### config.mk
export PLATFORM = sky130hd
export DESIGN_NAME = mul_div_seq_flat
export DESIGN_NICKNAME = d
export VERILOG_FILES = /design/src/rtl/mul_div_seq_if.sv /design/src/rtl/mul_div_seq.sv /design/src/flat_wrapper.sv
export SDC_FILE = /design/constraint.sdc
export NUM_CORES = 1
export LEC_CHECK = 0
export CAP_MARGIN = 5
export CORE_ASPECT_RATIO = 1.25
export CORE_MARGIN = 3
export CORE_UTILIZATION = 47
export CTS_CLUSTER_SIZE = 24
export DETAILED_ROUTE_END_ITERATION = 7
export PLACE_DENSITY = 0.73
export SETUP_SLACK_MARGIN = 0.1
export SLEW_MARGIN = 25
export SYNTH_ARGS = -nofsm -noshare
export SYNTH_HDL_FRONTEND = slang
export SYNTH_SLANG_ARGS = --single-unit
### constraint.sdc
create_clock -name clk -period 2.8 [get_ports clk]
set_input_delay 0.28 -clock clk [delete_from_list [all_inputs] [get_ports clk]]
set_output_delay 0.28 -clock clk [all_outputs]
set_load 0.02 [all_outputs]
### src/rtl/mul_div_seq_if.sv
// mul_div_seq_if: EX-stage request/response bundle for the multi-cycle
// multiply/divide sequencer.
//   master (EX stage): drives start, op, opA, opB, flush; observes busy,
//                      done, result_lo, result_hi, div_by_zero.
//   slave  (sequencer): the mirror image.
interface mul_div_seq_if;
  logic        start;
  logic        op;
  logic [15:0] opA;
  logic [15:0] opB;
  logic        flush;
  logic        busy;
  logic        done;
  logic [15:0] result_lo;
  logic [15:0] result_hi;
  logic        div_by_zero;

  modport master (
    output start, op, opA, opB, flush,
    input  busy, done, result_lo, result_hi, div_by_zero
  );

  modport slave (
    input  start, op, opA, opB, flush,
    output busy, done, result_lo, result_hi, div_by_zero
  );
endinterface

### src/rtl/mul_div_seq.sv
// mul_div_seq: unsigned 16x16 shift-add multiply / 16/16 restoring divide,
// one bit per cycle on a 17-bit adder. Stalls EX via busy, returns a
// registered result with a one-cycle done pulse.
// Ports:
//   clk   - system clock, rising edge
//   rst_n - asynchronous active-low reset
//   bus   - mul_div_seq_if.slave (start/op/opA/opB/flush in,
//           busy/done/result_lo/result_hi/div_by_zero out)
// Build option: define MUL_DIV_SEQ_DIV_EN to compile in the divider; without
// it a DIV request completes in one cycle with a zero result.
//
// state  | meaning
// IDLE   | waiting for start, outputs hold last result
// RUN    | 16 iteration steps, counter 0..15
// DONE   | result registers valid, done pulse
module mul_div_seq (
  input  logic         clk,
  input  logic         rst_n,
  mul_div_seq_if.slave bus
);

  localparam logic [1:0] S_IDLE = 2'd0;
  localparam logic [1:0] S_RUN  = 2'd1;
  localparam logic [1:0] S_DONE = 2'd2;

  logic [1:0]  state_q, state_d;
  logic [3:0]  cnt_q;
  logic [15:0] w_hi_q, w_lo_q, d_q;
  logic [15:0] res_lo_q, res_hi_q;
  logic        accept;
  logic        imm_done;
  logic [16:0] mul_sum;
  logic [15:0] step_hi, step_lo;

`ifdef MUL_DIV_SEQ_DIV_EN
  logic        op_q;
  logic        dbz_q;
  logic [15:0] sh_hi;
  logic [16:0] sub;
`endif

  assign accept = (state_q == S_IDLE) && bus.start && !bus.flush;

`ifdef MUL_DIV_SEQ_DIV_EN
  assign imm_done = bus.op && (bus.opB == 16'd0);
`else
  assign imm_done = bus.op;
`endif

  // One iteration of the selected algorithm on the working registers.
  always_comb begin
    mul_sum = {1'b0, w_hi_q} + (w_lo_q[0] ? {1'b0, d_q} : 17'd0);
    step_hi = mul_sum[16:1];
    step_lo = {mul_sum[0], w_lo_q[15:1]};
`ifdef MUL_DIV_SEQ_DIV_EN
    // The partial remainder after k steps is below 2^k, so w_hi_q[15] is
    // always 0 before a shift and 16 bits hold the shifted remainder.
    sh_hi = {w_hi_q[14:0], w_lo_q[15]};
    sub   = {1'b0, sh_hi} - {1'b0, d_q};
    if (op_q) begin
      if (!sub[16]) begin
        step_hi = sub[15:0];
        step_lo = {w_lo_q[14:0], 1'b1};
      end else begin
        step_hi = sh_hi;
        step_lo = {w_lo_q[14:0], 1'b0};
      end
    end
`endif
  end

  always_comb begin
    state_d = state_q;
    case (state_q)
      S_IDLE:  if (accept) state_d = imm_done ? S_DONE : S_RUN;
      S_RUN:   if (cnt_q == 4'd15) state_d = S_DONE;
      S_DONE:  state_d = S_IDLE;
      default: state_d = S_IDLE;
    endcase
    if (bus.flush) state_d = S_IDLE;
  end

  always_ff @(posedge clk or negedge rst_n) begin
    if (!rst_n) state_q <= S_IDLE;
    else        state_q <= state_d;
  end

  always_ff @(posedge clk or negedge rst_n) begin
    if (!rst_n) begin
      cnt_q  <= '0;
      w_hi_q <= '0;
      w_lo_q <= '0;
      d_q    <= '0;
`ifdef MUL_DIV_SEQ_DIV_EN
      op_q   <= 1'b0;
`endif
    end else if (accept) begin
      cnt_q  <= '0;
      w_hi_q <= '0;
      w_lo_q <= bus.opA;
      d_q    <= bus.opB;
`ifdef MUL_DIV_SEQ_DIV_EN
      op_q   <= bus.op;
`endif
    end else if (state_q == S_RUN) begin
      cnt_q  <= cnt_q + 4'd1;
      w_hi_q <= step_hi;
      w_lo_q <= step_lo;
    end
  end

  // Result registers load only on entry to DONE. The final step's output is
  // captured directly so the 16th iteration needs no extra cycle.
  always_ff @(posedge clk or negedge rst_n) begin
    if (!rst_n) begin
      res_lo_q <= '0;
      res_hi_q <= '0;
`ifdef MUL_DIV_SEQ_DIV_EN
      dbz_q    <= 1'b0;
`endif
    end else if (accept && imm_done) begin
`ifdef MUL_DIV_SEQ_DIV_EN
      res_lo_q <= 16'hFFFF;
      res_hi_q <= bus.opA;
      dbz_q    <= 1'b1;
`else
      res_lo_q <= '0;
      res_hi_q <= '0;
`endif
    end else if ((state_q == S_RUN) && (state_d == S_DONE)) begin
      res_lo_q <= step_lo;
      res_hi_q <= step_hi;
`ifdef MUL_DIV_SEQ_DIV_EN
      dbz_q    <= 1'b0;
`endif
    end
  end

  assign bus.busy      = (state_q != S_IDLE);
  assign bus.done      = (state_q == S_DONE);
  assign bus.result_lo = res_lo_q;
  assign bus.result_hi = res_hi_q;
`ifdef MUL_DIV_SEQ_DIV_EN
  assign bus.div_by_zero = dbz_q;
`else
  assign bus.div_by_zero = 1'b0;
`endif

endmodule

### src/flat_wrapper.sv
// flat-port wrapper written by rule: the top's interface ports become plain ports
module mul_div_seq_flat 
  (clk, rst_n, bus_start, bus_op, bus_opA, bus_opB, bus_flush, bus_busy, bus_done, bus_result_lo, bus_result_hi, bus_div_by_zero);
  mul_div_seq_if bus_i ();
  input  logic clk;
  input  logic rst_n;
  input wire logic [$bits(bus_i.start)-1:0] bus_start;
  input wire logic [$bits(bus_i.op)-1:0] bus_op;
  input wire logic [$bits(bus_i.opA)-1:0] bus_opA;
  input wire logic [$bits(bus_i.opB)-1:0] bus_opB;
  input wire logic [$bits(bus_i.flush)-1:0] bus_flush;
  output wire logic [$bits(bus_i.busy)-1:0] bus_busy;
  output wire logic [$bits(bus_i.done)-1:0] bus_done;
  output wire logic [$bits(bus_i.result_lo)-1:0] bus_result_lo;
  output wire logic [$bits(bus_i.result_hi)-1:0] bus_result_hi;
  output wire logic [$bits(bus_i.div_by_zero)-1:0] bus_div_by_zero;
  assign bus_i.start = bus_start;
  assign bus_i.op = bus_op;
  assign bus_i.opA = bus_opA;
  assign bus_i.opB = bus_opB;
  assign bus_i.flush = bus_flush;
  assign bus_busy = bus_i.busy;
  assign bus_done = bus_i.done;
  assign bus_result_lo = bus_i.result_lo;
  assign bus_result_hi = bus_i.result_hi;
  assign bus_div_by_zero = bus_i.div_by_zero;
  mul_div_seq u_core (.clk(clk), .rst_n(rst_n), .bus(bus_i));
endmodule
After elaboration in Yosys (flattened, before gate mapping)
Cells that the tools add are included.

Output and inout bits: 35. Input port bits: 37. Register bits after elaboration: 86. Word-level logic and storage cells: 38.

Equality and inequality tests: 4. Mux-type cells: 16. Reductions and logical operators: 9. $add $sub $neg: 2.

Operators by type and width (count): two-way mux 16 bit (9); adder 16 x 17 -> 17 bit (1); two-way mux 2 bit (4); two-way mux 4 bit (2); nonzero test 2 bit (3); adder 4 x 1 -> 4 bit, second input constant (1); == test 2 bit, second input constant (2); == test 4 bit, second input constant (1); logical AND 1 bit (4); one-hot mux 2 bit (2 select lines) (1); == test 2 x 1 -> 1 bit, second input constant (1); zero test 2 bit (1); zero test 1 bit (1).

Depth between registers and ports, before layout
Depth after elaboration: 10. Mapped depth: 10. Depth with buffers taken out: 8.

Least setup slack after synthesis
No wires, ideal clock.

Kind: register to register. Start: register u_core.w_lo_q[0]. End: register u_core.res_hi_q[9] (netlist: u_core.bus.result_hi[9]). Clock period less this slack: 2309 ps. Setup slack: 491 ps. Cell stages (with the launch flop): 11. Data required time: 2669 ps. Arrival time: 2178 ps. Library setup time: 131 ps. Path buffers: 3. Cells stage by stage: dfrtp_1 clkbuf_1 and2_1 ha_1 buf_2 a21oi_1 buf_2 nand2_1 o41ai_1 xor2_1 o21ai_0.

Cells in the longest elaborated chain, start to end: 4.

Ends and longest elaborated chain: start: declaration (RTL line mul_div_seq.sv:28) `logic [15:0] w_hi_q, w_lo_q, d_q;`; start signal: assignment (RTL line mul_div_seq.sv:100) `w_lo_q <= bus.opA;`; start signal: assignment (RTL line mul_div_seq.sv:108) `w_lo_q <= step_lo;`; two-way mux 16 bit (RTL line mul_div_seq.sv:52) `mul_sum = {1'b0, w_hi_q} + (w_lo_q[0] ? {1'b0, d_q} : 17'd0);`; adder 16 x 17 -> 17 bit (RTL line mul_div_seq.sv:52); two-way mux 16 bit (RTL line mul_div_seq.sv:130) `end else if ((state_q == S_RUN) && (state_d == S_DONE)) begin`; two-way mux 16 bit (RTL line mul_div_seq.sv:121) `end else if (accept && imm_done) begin`; end signal: assignment (RTL line mul_div_seq.sv:132) `res_hi_q <= step_hi;`; end: declaration (RTL line mul_div_seq.sv:29) `logic [15:0] res_lo_q, res_hi_q;`.

No other way between the ends. The select of a mux whose other input is x is not followed. A chain may end at the register's enable or synchronous reset.

Final worst setup path
Start: register u_core.w_lo_q[0]. End: register u_core.res_hi_q[13] (netlist: u_core.bus.result_hi[13]).

Same word-level chain as after synthesis.

==> impl_metrics.env <==
export IMPL_grt_usage_pct=22.2
export IMPL_slew_headroom_pct=57.0
export IMPL_met2_usage_pct=38.4
export IMPL_numClockSinks=86
export IMPL_worstMarginPinSlew_ps=645
export IMPL_die_x_um=92.3
export IMPL_final_common_cell="dfrtp_1"
export IMPL_drc_errors=0
export IMPL_cp_start_kind="flip-flop"
export IMPL_clock_skew_ps=5.93
export IMPL_cts_buffer_depth=2
export IMPL_p_int_mw=2.37
export IMPL_synthArstFlopShare_pct=100
export IMPL_finalNetCount=557
export IMPL_crit_cells=8
export IMPL_n_fill_cell=787
export IMPL_syn_num_nets=495
export IMPL_initial_core_util_pct=49.3
export IMPL_worstReg2RegEnd="u_core.bus.result_hi[13]"
export IMPL_hpwlAfterDp_um=8130
export IMPL_tritoncts="done"
export IMPL_pwr_density_cell_mw_per_mm2=665
export IMPL_cp_num_buf_inv=0
export IMPL_r2r_cells=8
export IMPL_path_clk_slew_ps=80
export IMPL_setup_violations=0
export IMPL_clock_latency_ps=350
export IMPL_crit_slowest_cell="dfrtp_2"
export IMPL_critPathKind="reg -> reg"
export IMPL_p_clk_share_pct=25.9
export IMPL_io_pins=72
export IMPL_multi_input_area_mm2=0.00208
export IMPL_worst_slack_ps=275
export IMPL_critPathCaptureType="flip-flop"
export IMPL_drtPass1Iterations=4
export IMPL_r2r_slack_ps=280
export IMPL_antenna_found_initial=0
export IMPL_synth_warnings=0
export IMPL_critPathRequiredTime_ps=3040
export IMPL_synth_edf_count=0
export IMPL_dr_first_iter_drc_count=207
export IMPL_rows=38
export IMPL_die_area_mm2=0.0105
export IMPL_place_gp_congestion=0.943
export IMPL_drive_gt1_share_pct=10.3
export IMPL_overflow=0
export IMPL_ant_nets=0
export IMPL_grtUsageMet1_pct=26.0
export IMPL_report_final_slew_viol_count=0
export IMPL_p_sw_share_pct=34.3
export IMPL_ys_seq_area_share_pct=49.1
export IMPL_p_sw_mw=1.24
export IMPL_synth_simple_area_share_pct=17.5
export IMPL_wl_um=10900
export IMPL_ys_ff_latch=86
export IMPL_max_freq_mhz=396
export IMPL_netlist_area_mm2=0.00438
export IMPL_pre_cts_ws_ps=164
export IMPL_synth_compound_area_share_pct=17.8
export IMPL_maxCapViolations=0
export IMPL_ir_drop_uv=293
export IMPL_grt_pass1_wl_um=18200
export IMPL_leakage_nw=2.46
export IMPL_postCtsSetupBuffers=0
export IMPL_core_area_mm2=0.00889
export IMPL_p_seq_share_pct=44.3
export IMPL_synth_fa_ha_area_share_pct=5.31
export IMPL_syn_inst=440
export IMPL_hp_class="in -> async"
export IMPL_ys_types=55
export IMPL_grt_busiest_layer="met2"
export IMPL_status="finished clean"
export IMPL_num_vias=3541
export IMPL_grt_use_met3_pct=5.28
export IMPL_ys_flop_type="dfrtp_1"
export IMPL_crit_family="compound AO/OA/AOI/OAI gates"
export IMPL_critPathMaxFanout=17
export IMPL_hold_violations=0
export IMPL_grt_pass1_vias=3642
export IMPL_min_period_ps=2520
export IMPL_cts_buffers=9
export IMPL_syn_area_per_cell_um2=9.95
export IMPL_crit_chain="and2_1 > ha_1 > fa_1 > a21oi_1 > o22ai_1 > o31ai_1 > mux2i_1 > nand2_1"
export IMPL_muxShareOfSynthArea_pct=4.34
export IMPL_synth_top_family_by_area="compound AO/OA/AOI/OAI gates"
export IMPL_rsz0062_at_grt="no"
export IMPL_r2r_start="u_core.w_lo_q[0]"
export IMPL_die_h_um=114
export IMPL_drt_vias_per_instance=5.66
export IMPL_grt_max_degree=45
export IMPL_wl_per_cell_um=17.5
export IMPL_seq_area_mm2=0.00215
export IMPL_layout_common_cells="85 x dfrtp_1, 75 x nand2_1, 69 x clkdlybuf4s50_1"
export IMPL_port_buffers=70
export IMPL_tns_ps=0
export IMPL_num_antenna_cells=0
export IMPL_arrival_ps=2770
export IMPL_yosys_area_share_xor_xnor_pct=2.00
export IMPL_fin_crit_sh_pct=90.2
export IMPL_max_stage_delay_ps=500
export IMPL_cts_root_buf="clkbuf_8"
export IMPL_htree_levels=3
export IMPL_combPwrFrac_pct=29.9
export IMPL_area_growth_syn_to_layout_pct=24.0
-- flip-flops by register name, summed over array words and instances (netlist names) --
name / flops
u_core.bus.result_hi: 16
u_core.bus.result_lo: 16
u_core.d_q: 16
u_core.w_hi_q: 16
u_core.w_lo_q: 16
u_core.cnt_q: 4
u_core.state_q: 2
-- cell usage after synthesis (all sizes together), types with 13 or more instances --
cell type  count  share of area, %
dfrtp         86                49
ha            17               4.9
a22o          17               3.4
o21ai         16               1.8
clkbuf        20               1.7
nand3         15               1.7
and2          17               2.4
nand2         75               6.4
mux2          16               4.1
a21oi         15               1.7
nor2          13               1.1
a22oi         17               2.9
-- layout make-up --
| type | count | share of cell area [%] |
|---|---|---|
| Clock buffer | 9 | 2.28 |
| Clock inverter | 6 | 1.59 |
| Inverter | 10 | 0.691 |
| Multi-Input combinational cell | 314 | 38.3 |
| Sequential cell | 86 | 39.7 |
| Tap cell | 120 | 2.77 |
| Timing Repair Buffer | 81 | 14.7 |
-- worst max path at each step --
stage / from / to / slack [ps]
3_5_place_dp: u_core.w_lo_q[0] / u_core.w_hi_q[9] / 160
4_1_cts: u_core.w_lo_q[0] / u_core.bus.result_hi[9] / 150
2_1_floorplan: u_core.w_lo_q[0] / u_core.bus.result_hi[9] / 490
6_report: u_core.w_lo_q[0] / u_core.bus.result_hi[13] / 280
5_1_grt: u_core.w_lo_q[0] / u_core.bus.result_hi[13] / 120
3_3_place_gp: u_core.w_lo_q[0] / u_core.bus.result_hi[9] / 230
-- cell families (layout without fill, tap and decap cells) --
| group | after synthesis | after routing |
|---|---|---|
| and+or+nand+nor | 159 | 159 |
| AOI/OAI and AO/OA | 109 | 109 |
| other | 1 | 1 |
| xor gates and xnor gates | 10 | 10 |
| adders and majority gates | 18 | 18 |
| muxes | 17 | 17 |
| buffers and inverters | 40 | 106 |
| DFF | 86 | 86 |
-- timing repair --
action,CTS,global route
setup endpoints to repair,0,11
gates resized for setup,0,4
hold endpoints to repair,43,0
hold buffers,1,0
-- metrics by stage --
stage | cells | util [%] | power [mW] | hold WS (ps) | instance area [um^2]
finish | 626 | 61.1 | 3.61 | 465 | 5430
global route | 626 | 61.1 | 3.85 | 504 | 5430
CTS | 626 | 60.9 | 3.63 | 458 | 5410
detailed placement | 610 | 58.4 | 2.69 | 316 | 5190
global placement | 609 | 58.1 | 2.65 | 464 | 5170
floorplan | 440 | - | 2.32 | -15.6 | 4380
-- per-layer routing --
metal  share of wire [%]  vias to the layer above  routed length, um
met5                   0                        -                  0
met1                  41                     1702               4430
met2                  51                      111               5610
met4                 2.9                        0                312
met3                 5.4                       22                587
li1                    -                     1706                  -
-- power groups by stage --
| stage | Clock (mW) | Combinational, mW | Sequential [mW] |
|---|---|---|---|
| after floorplan | 0 | 0.762 | 1.56 |
| after global placement | 0 | 1.04 | 1.61 |
| after detailed placement | 0 | 1.07 | 1.62 |
| after CTS | 0.964 | 1.07 | 1.60 |
| after global routing | 1.01 | 1.21 | 1.63 |
| final | 0.934 | 1.08 | 1.60 |
No activity file was read; power rests on OpenSTA's default activity.
